**config.mk**
```make
export PLATFORM = sky130hd
export DESIGN_NAME = watch_time_controller
export DESIGN_NICKNAME = d
export VERILOG_FILES = /design/src/rtl/watch_time_controller.sv
export SDC_FILE = /design/constraint.sdc
export NUM_CORES = 1
export LEC_CHECK = 0
export CORE_ASPECT_RATIO = 0.7
export CORE_MARGIN = 5
export CORE_UTILIZATION = 40
export DETAILED_ROUTE_END_ITERATION = 10
export GPL_ROUTABILITY_DRIVEN = 0
export MAX_ROUTING_LAYER = met4
export PLACE_DENSITY = 0.7
export SETUP_SLACK_MARGIN = 0.5
export SYNTH_ARGS = -nofsm -noshare
export SYNTH_HDL_FRONTEND = slang
export SYNTH_SLANG_ARGS = --single-unit
```
**constraint.sdc**
```tcl
create_clock -name clk_100MHz_i -period 2.05 [get_ports clk_100MHz_i]
set_input_delay 0.41 -clock clk_100MHz_i [delete_from_list [all_inputs] [get_ports clk_100MHz_i]]
set_output_delay 0.41 -clock clk_100MHz_i [all_outputs]
set_load 0.01 [all_outputs]
```
**src/rtl/watch_time_controller.sv**
```systemverilog
// Watch timekeeping and set-mode controller.
// Keeps hours/minutes/seconds from a 1 Hz tick and lets the user set hours and
// minutes with mode/inc button pulses. Set mode blinks and times out after
// AUTO_EXIT_S ticks without a button press.
module watch_time_controller #(
    parameter int AUTO_EXIT_S = 30
) (
    input  logic       clk_100MHz_i,
    input  logic       reset_n_i,
    input  logic       tick_i,
    input  logic       mode_i,
    input  logic       inc_i,
    output logic [4:0] hours_o,
    output logic [5:0] minutes_o,
    output logic [5:0] seconds_o,
    output logic [1:0] state_o,
    output logic       blink_o,
    output logic       minute_pulse_o
);

    localparam int IDLE_W = (AUTO_EXIT_S < 1) ? 1 : $clog2(AUTO_EXIT_S + 1);
    localparam logic [IDLE_W-1:0] IDLE_MAX = IDLE_W'(AUTO_EXIT_S);

    typedef enum logic [1:0] {
        ST_RUN      = 2'd0,
        ST_SET_HOUR = 2'd1,
        ST_SET_MIN  = 2'd2
    } state_t;

    state_t            state_q, state_d;
    logic [4:0]        hours_q, hours_d;
    logic [5:0]        minutes_q, minutes_d;
    logic [5:0]        seconds_q, seconds_d;
    logic              blink_q, blink_d;
    logic              minute_pulse_q, minute_pulse_d;
    logic [IDLE_W-1:0] idle_q, idle_d;
    logic [IDLE_W-1:0] idle_inc;

    assign idle_inc = idle_q + 1'b1;

    // Next-state and datapath: time keeping in RUN, button handling and idle timeout in set states.
    always_comb begin
        // NOTE: every signal gets a default first so no path leaves it unassigned (no latches).
        state_d        = state_q;
        hours_d        = hours_q;
        minutes_d      = minutes_q;
        seconds_d      = seconds_q;
        blink_d        = blink_q;
        idle_d         = idle_q;
        minute_pulse_d = 1'b0;

        case (state_q)
            ST_RUN: begin
                if (mode_i) begin
                    // Entering set mode discards a coincident tick.
                    state_d   = ST_SET_HOUR;
                    seconds_d = 6'd0;
                    blink_d   = 1'b1;
                    idle_d    = '0;
                end else if (tick_i) begin
                    if (seconds_q == 6'd59) begin
                        seconds_d      = 6'd0;
                        minute_pulse_d = 1'b1;
                        if (minutes_q == 6'd59) begin
                            minutes_d = 6'd0;
                            hours_d   = (hours_q == 5'd23) ? 5'd0 : hours_q + 5'd1;
                        end else begin
                            minutes_d = minutes_q + 6'd1;
                        end
                    end else begin
                        seconds_d = seconds_q + 6'd1;
                    end
                end
            end
            ST_SET_HOUR: begin
                if (mode_i) begin
                    state_d = ST_SET_MIN;
                    blink_d = 1'b1;
                    idle_d  = '0;
                end else if (inc_i) begin
                    hours_d = (hours_q == 5'd23) ? 5'd0 : hours_q + 5'd1;
                    idle_d  = '0;
                end
            end
            ST_SET_MIN: begin
                if (mode_i) begin
                    state_d = ST_RUN;
                    blink_d = 1'b0;
                    idle_d  = '0;
                end else if (inc_i) begin
                    // Minute setting wraps without carrying into hours.
                    minutes_d = (minutes_q == 6'd59) ? 6'd0 : minutes_q + 6'd1;
                    idle_d    = '0;
                end
            end
            default: begin
                state_d = ST_RUN;
                blink_d = 1'b0;
                idle_d  = '0;
            end
        endcase

        // Ticks in set mode only blink and age the idle counter; mode presses take priority.
        if ((state_q == ST_SET_HOUR || state_q == ST_SET_MIN) && tick_i && !mode_i) begin
            blink_d = ~blink_q;
            if (!inc_i && AUTO_EXIT_S > 0) begin
                if (idle_inc == IDLE_MAX) begin
                    state_d = ST_RUN;
                    blink_d = 1'b0;
                    idle_d  = '0;
                end else begin
                    idle_d = idle_inc;
                end
            end
        end
    end

    // State and datapath registers with synchronous active-low reset.
    always_ff @(posedge clk_100MHz_i) begin
        // NOTE: sequential state uses non-blocking assignments so all registers update together.
        if (!reset_n_i) begin
            state_q        <= ST_RUN;
            hours_q        <= 5'd0;
            minutes_q      <= 6'd0;
            seconds_q      <= 6'd0;
            blink_q        <= 1'b0;
            minute_pulse_q <= 1'b0;
            idle_q         <= '0;
        end else begin
            state_q        <= state_d;
            hours_q        <= hours_d;
            minutes_q      <= minutes_d;
            seconds_q      <= seconds_d;
            blink_q        <= blink_d;
            minute_pulse_q <= minute_pulse_d;
            idle_q         <= idle_d;
        end
    end

    assign hours_o        = hours_q;
    assign minutes_o      = minutes_q;
    assign seconds_o      = seconds_q;
    assign state_o        = state_q;
    assign blink_o        = blink_q;
    assign minute_pulse_o = minute_pulse_q;

endmodule

```
=== Yosys cells after proc, flatten, opt, wreduce, memory -nomap -nowiden ===
Index checks and enable logic that the tools add are counted.

* Reductions and logical operators: 15
* Add/sub/neg operators: 4
* Equal/unequal tests: 16
* Muxes and demuxes: 39
* Bitwise logic cells: 4

{| class="wikitable"
|+ Operators by type and width
! kind !! count
|-
| $mux W5 || 13
|-
| $mux W6 || 9
|-
| $pmux W5 S2 || 2
|-
| $ne A2 B2 Y1 const B || 8
|-
| $add A6 B1 Y6 const B || 2
|-
| $eq A6 B6 Y1 const B || 2
|-
| $mux W2 || 6
|-
| $pmux W6 S2 || 1
|-
| $add A5 B1 Y5 const B || 2
|-
| $eq A5 B5 Y1 const B || 2
|-
| $reduce_and A7 Y1 || 1
|-
| $mux W1 || 6
|-
| $pmux W2 S3 || 1
|-
| $reduce_and A6 Y1 || 1
|-
| $reduce_bool A2 Y1 || 3
|-
| $not A1 Y1 || 4
|-
| $reduce_and A2 Y1 || 2
|-
| $reduce_or A2 Y1 || 2
|-
| $reduce_or A4 Y1 || 1
|-
| $ne A3 B1 Y1 const B || 1
|-
| $ne A3 B2 Y1 const B || 1
|-
| $eq A2 B1 Y1 const B || 1
|-
| $eq A2 B2 Y1 const B || 1
|-
| $logic_and A1 B1 Y1 || 2
|-
| other kinds (4) || 4
|}

* Output and inout port bits: 21
* Input bits: 5
* Register bits: 26

=== Depth between registers and ports, before layout ===
* Depth after elaboration: 7
* Mapped depth: 8

=== Least setup slack after synthesis ===
Ideal clock, no wire load.

* Path kind: flip-flop to flip-flop
* Start: register state_q[0] (netlist: state_o[0])
* End: register idle_q[3]
* Required time: 1.964 ns
* Path slack: 0.139 ns
* Stages on the path, launching flop included: 8
* Library setup time: 0.086 ns
* Arrival: 1.826 ns
* Buffers on the path: 0
* Path through: dfxtp_1 inv_1 ha_1 nor2b_1 nor2_1 a2111oi_2 a21oi_1 a211oi_1

* Word-level cells in the longest chain between the ends: 5

{| class="wikitable"
|+ Ends and longest elaborated chain
! item !! line !! text
|-
| start, declared || 30 || <nowiki>state_t state_q, state_d;</nowiki>
|-
| start signal, assigned || 130 || <nowiki>state_q <= state_d;</nowiki>
|-
| $eq A2 B1 Y1 / $eq A2 B2 Y1 (equally long branches) || 52, 104 ||
|-
| $reduce_or A2 Y1 (no line) / $logic_or A1 B1 Y1 (equally long branches) || - ||
|-
| $pmux W5 S2 / $logic_and A1 B1 Y1 (equally long branches) || 52, 104 ||
|-
| $mux W5 / $logic_and A1 B1 Y1 (equally long branches) || 106, 104 ||
|-
| $mux W5 * || 104 || <nowiki>if ((state_q == ST_SET_HOUR || state_q == ST_SET_MIN) && tick_i && !mode_i) begin</nowiki>
|-
| end signal, assigned || 136 || <nowiki>idle_q <= idle_d;</nowiki>
|-
| end, declared || 36 || <nowiki>logic [IDLE_W-1:0] idle_q, idle_d;</nowiki>
|}

Mark *: on every way between the ends. The rest lies on a longest branch, timed or not.
A chain may end at the register's enable or synchronous reset.

=== Final worst setup path ===
* Start: register state_q[1] (netlist: state_o[1])
* End: register idle_q[3]

Same word-level chain as after synthesis.

==> impl_metrics.ini <==
[outcome]
run_status = finished, final reports clean

[final_layout]
final_cells = 295
n_antenna_cell = 0
area_growth_pct = 61.6
final_nets = 261
layout_common_cells = 34 x buf_4, 22 x dlygate4sd2_1, 16 x nand2_1
layout_commonest_cell = buf_4
drive_above_1_share_pct = 41.6

[routing]
dr_total_vias = 1709
drt_iter0_markers = 168
drt_first_pass_iters = 5
via_per_inst = 5.79
ant_nets = 0
drt_wl_total_mm = 4.94
wire_per_inst_microns = 16.7
remaining_drc_errors = 0

[setup_path]
worstSetupEndpointType = flop
crit_chain = inv_4, ha_4, nor2b_4, nor2_4, a2111oi_4, buf_4, a21oi_2, a211oi_2
rr_startpoint = state_o[1]
rrSetupSlack_ns = 0.25
reg2reg_depth = 8
worstPathArrival_ns = 1.99
cp-start-kind = flop
slowest_stage = dfxtp_4
crit_path_max_incr_delay_ns = 0.37
r2r-end = idle_q[3]
critPathKind = flop to flop
crit_path_max_fanout = 5
crit_buf_inv = 2
critPathTopFamily = compound AO/OA/AOI/OAI gates
required_ns = 2.25

[timing]
period_needed_ns = 1.80
slew_headroom_pct = 70.3
finalCritPeriodShare_pct = 87.7
setup_ws_ns = 0.253
slew_violations = 0
holdWs_ns = 0.489
max_clock_freq_mhz = 556
tightest_slew_ns = 0.446
rsz0062_at_grt = yes
setup-tns-final_ns = 0
fin_skew_ns = 0.00154
finalHoldViolations = 0
setup_viol = 0

[synth]
synth-edff-count = 0
yosysWarnings = 0
ys_async_sr_fraction_pct = 0
yosys.area.top_type = dfxtp_1
yosysSeqAreaShare_pct = 34.6
synth.area.top_cells = dfxtp_1 35%, ha_1 8.3%, nor2b_1 4.6%
netlist_area_sq_um = 1500
synth_fp_nets = 197
ys_ff_latch = 26
synth_top_area_share_pct = 34.6
synthFlopType = dfxtp_1
synthDistinctLibCells = 42
syn_avg_cell_area_sq_um = 8.26
netlist_instances = 182

[cts]
clock_latency_ns = 0.27
cts.clk_slew.worst_paths_ns = 0.09
cts_hold_buf = 0
clockBufferDepth = 2
clock-root-buffer = clkbuf_8
cts_made_buffers = 3
h-tree-depth = 1
cts_tree = built
cts_sinks = 26

[global_routing]
overflow = 0
grt_first_pass_wirelength_mm = 7.67
grt_usage_pct = 19.2
grt_max_degree = 15
grt_pass1_vias = 1592
antenna_found_initial = 0

[run]
drv_cap = 0

[pwr]
comb_power_share_pct = 33.2
p_sw_share_pct = 30.5
p_leak_nw = 1.05
ir_drop_mv = 0.386
clkPwrFrac_pct = 25.5
power_mw = 1.31
switching_power_mw = 0.401
power_density_nw_per_um2 = 541
seqPwrFrac_pct = 41.4
power.internal_mw = 0.913

[min_path]
holdPathStages = 1
worst_hold_path_type = flop to flop
min-delay-start = seconds_o[4]
min_to = seconds_o[4]

[die]
fp.dieW_microns = 83.3
rows = 18
dieArea_sq_um = 5110
core_area_sq_um = 3580
fp.dieH_microns = 61.3
initial_utilization_pct = 42.0
io-pin-count = 26

[placed_design]
dp_hpwl_mm = 2.93
post-place-cells = 264
post-place-ws_ns = -0.116
port-buffer-count = 25
-- registers in the layout, indices dropped and copies added (netlist names) --
| signal | cells |
|---|---|
| blink_o | 1 |
| idle_q | 5 |
| state_o | 2 |
| minute_pulse_o | 1 |
| hours_o | 5 |
| seconds_o | 6 |
| minutes_o | 6 |
-- timing repair --
action | 4_1_cts | 5_1_grt
resized for setup | 60 | 31
pin swaps | 19 | 16
hold endpoints to repair | 0 | 0
buffers inserted | 19 | 8
endpoints found under the setup margin | 44 | 23
-- power by group through the flow --
stage	sequential [mW]	combinational, mW	clock [mW]
4_1_cts	0.543	0.362	0.340
2_1_floorplan	0.565	0.163	0
3_5_place_dp	0.562	0.278	0
6_report	0.543	0.436	0.334
5_1_grt	0.546	0.462	0.367
3_3_place_gp	0.559	0.269	0
-- logic make-up after synthesis --
logic type      count (synthesis)  synth area share, %
compound gates                 44                 20.6
xor+xnor                        3                 1.75
fa+ha+maj                      10                 8.32
buf+inv                        17                 4.41
flops                          26                 34.6
mux                             6                 3.99
simple gates                   76                 26.3
-- stage by stage --
step,area (sq um),utilization [%]
floorplan,1580,-
global placement,1960,54.7
detailed placement,1960,54.7
CTS,2250,62.9
global route,2430,67.9
finish,2430,67.9
-- cell usage after synthesis, drive strengths merged (3+ instances only) --
cell type  number
a21oi           7
and2            3
clkbuf          4
dfxtp          26
ha             10
inv            11
mux2i           6
nand2          17
nand3          13
nor2           11
nor2b          11
nor3            6
o21ai          13
o31ai           4
xnor2           3
-- worst max path at each step --
stage | start | end | slack, ns | depth (start not counted)
final | state_o[1] | idle_q[3] | 0.25 | 8
after global routing | state_o[1] | idle_q[3] | 0.19 | 8
after CTS | seconds_o[1] | minutes_o[0] | 0.29 | 6
after detailed placement | inc_i | minutes_o[0] | -0.12 | 5
after global placement | inc_i | minutes_o[0] | -0.05 | 5
after floorplan | seconds_o[0] | minutes_o[0] | 0.31 | 7
-- final cells by class --
cell class                      instances  area [sq um]
Inverter                               11          43.8
Tap cell                               50          62.6
Multi-Input combinational cell        139          1160
Timing Repair Buffer                   65           551
Sequential cell                        26           561
Clock buffer                            4          55.1
Fill cell                             260          1150
-- routing by layer --
layer | up-vias | GRT usage (%) | routed length [microns]
met1 | 814 | 24.4 | 2090
met4 | 0 | 4.43 | 93
li1 | 790 | - | -
met5 | - | - | 0
met2 | 91 | 32.0 | 2370
met3 | 14 | 4.01 | 385
Power figures use the tool's default switching activity.
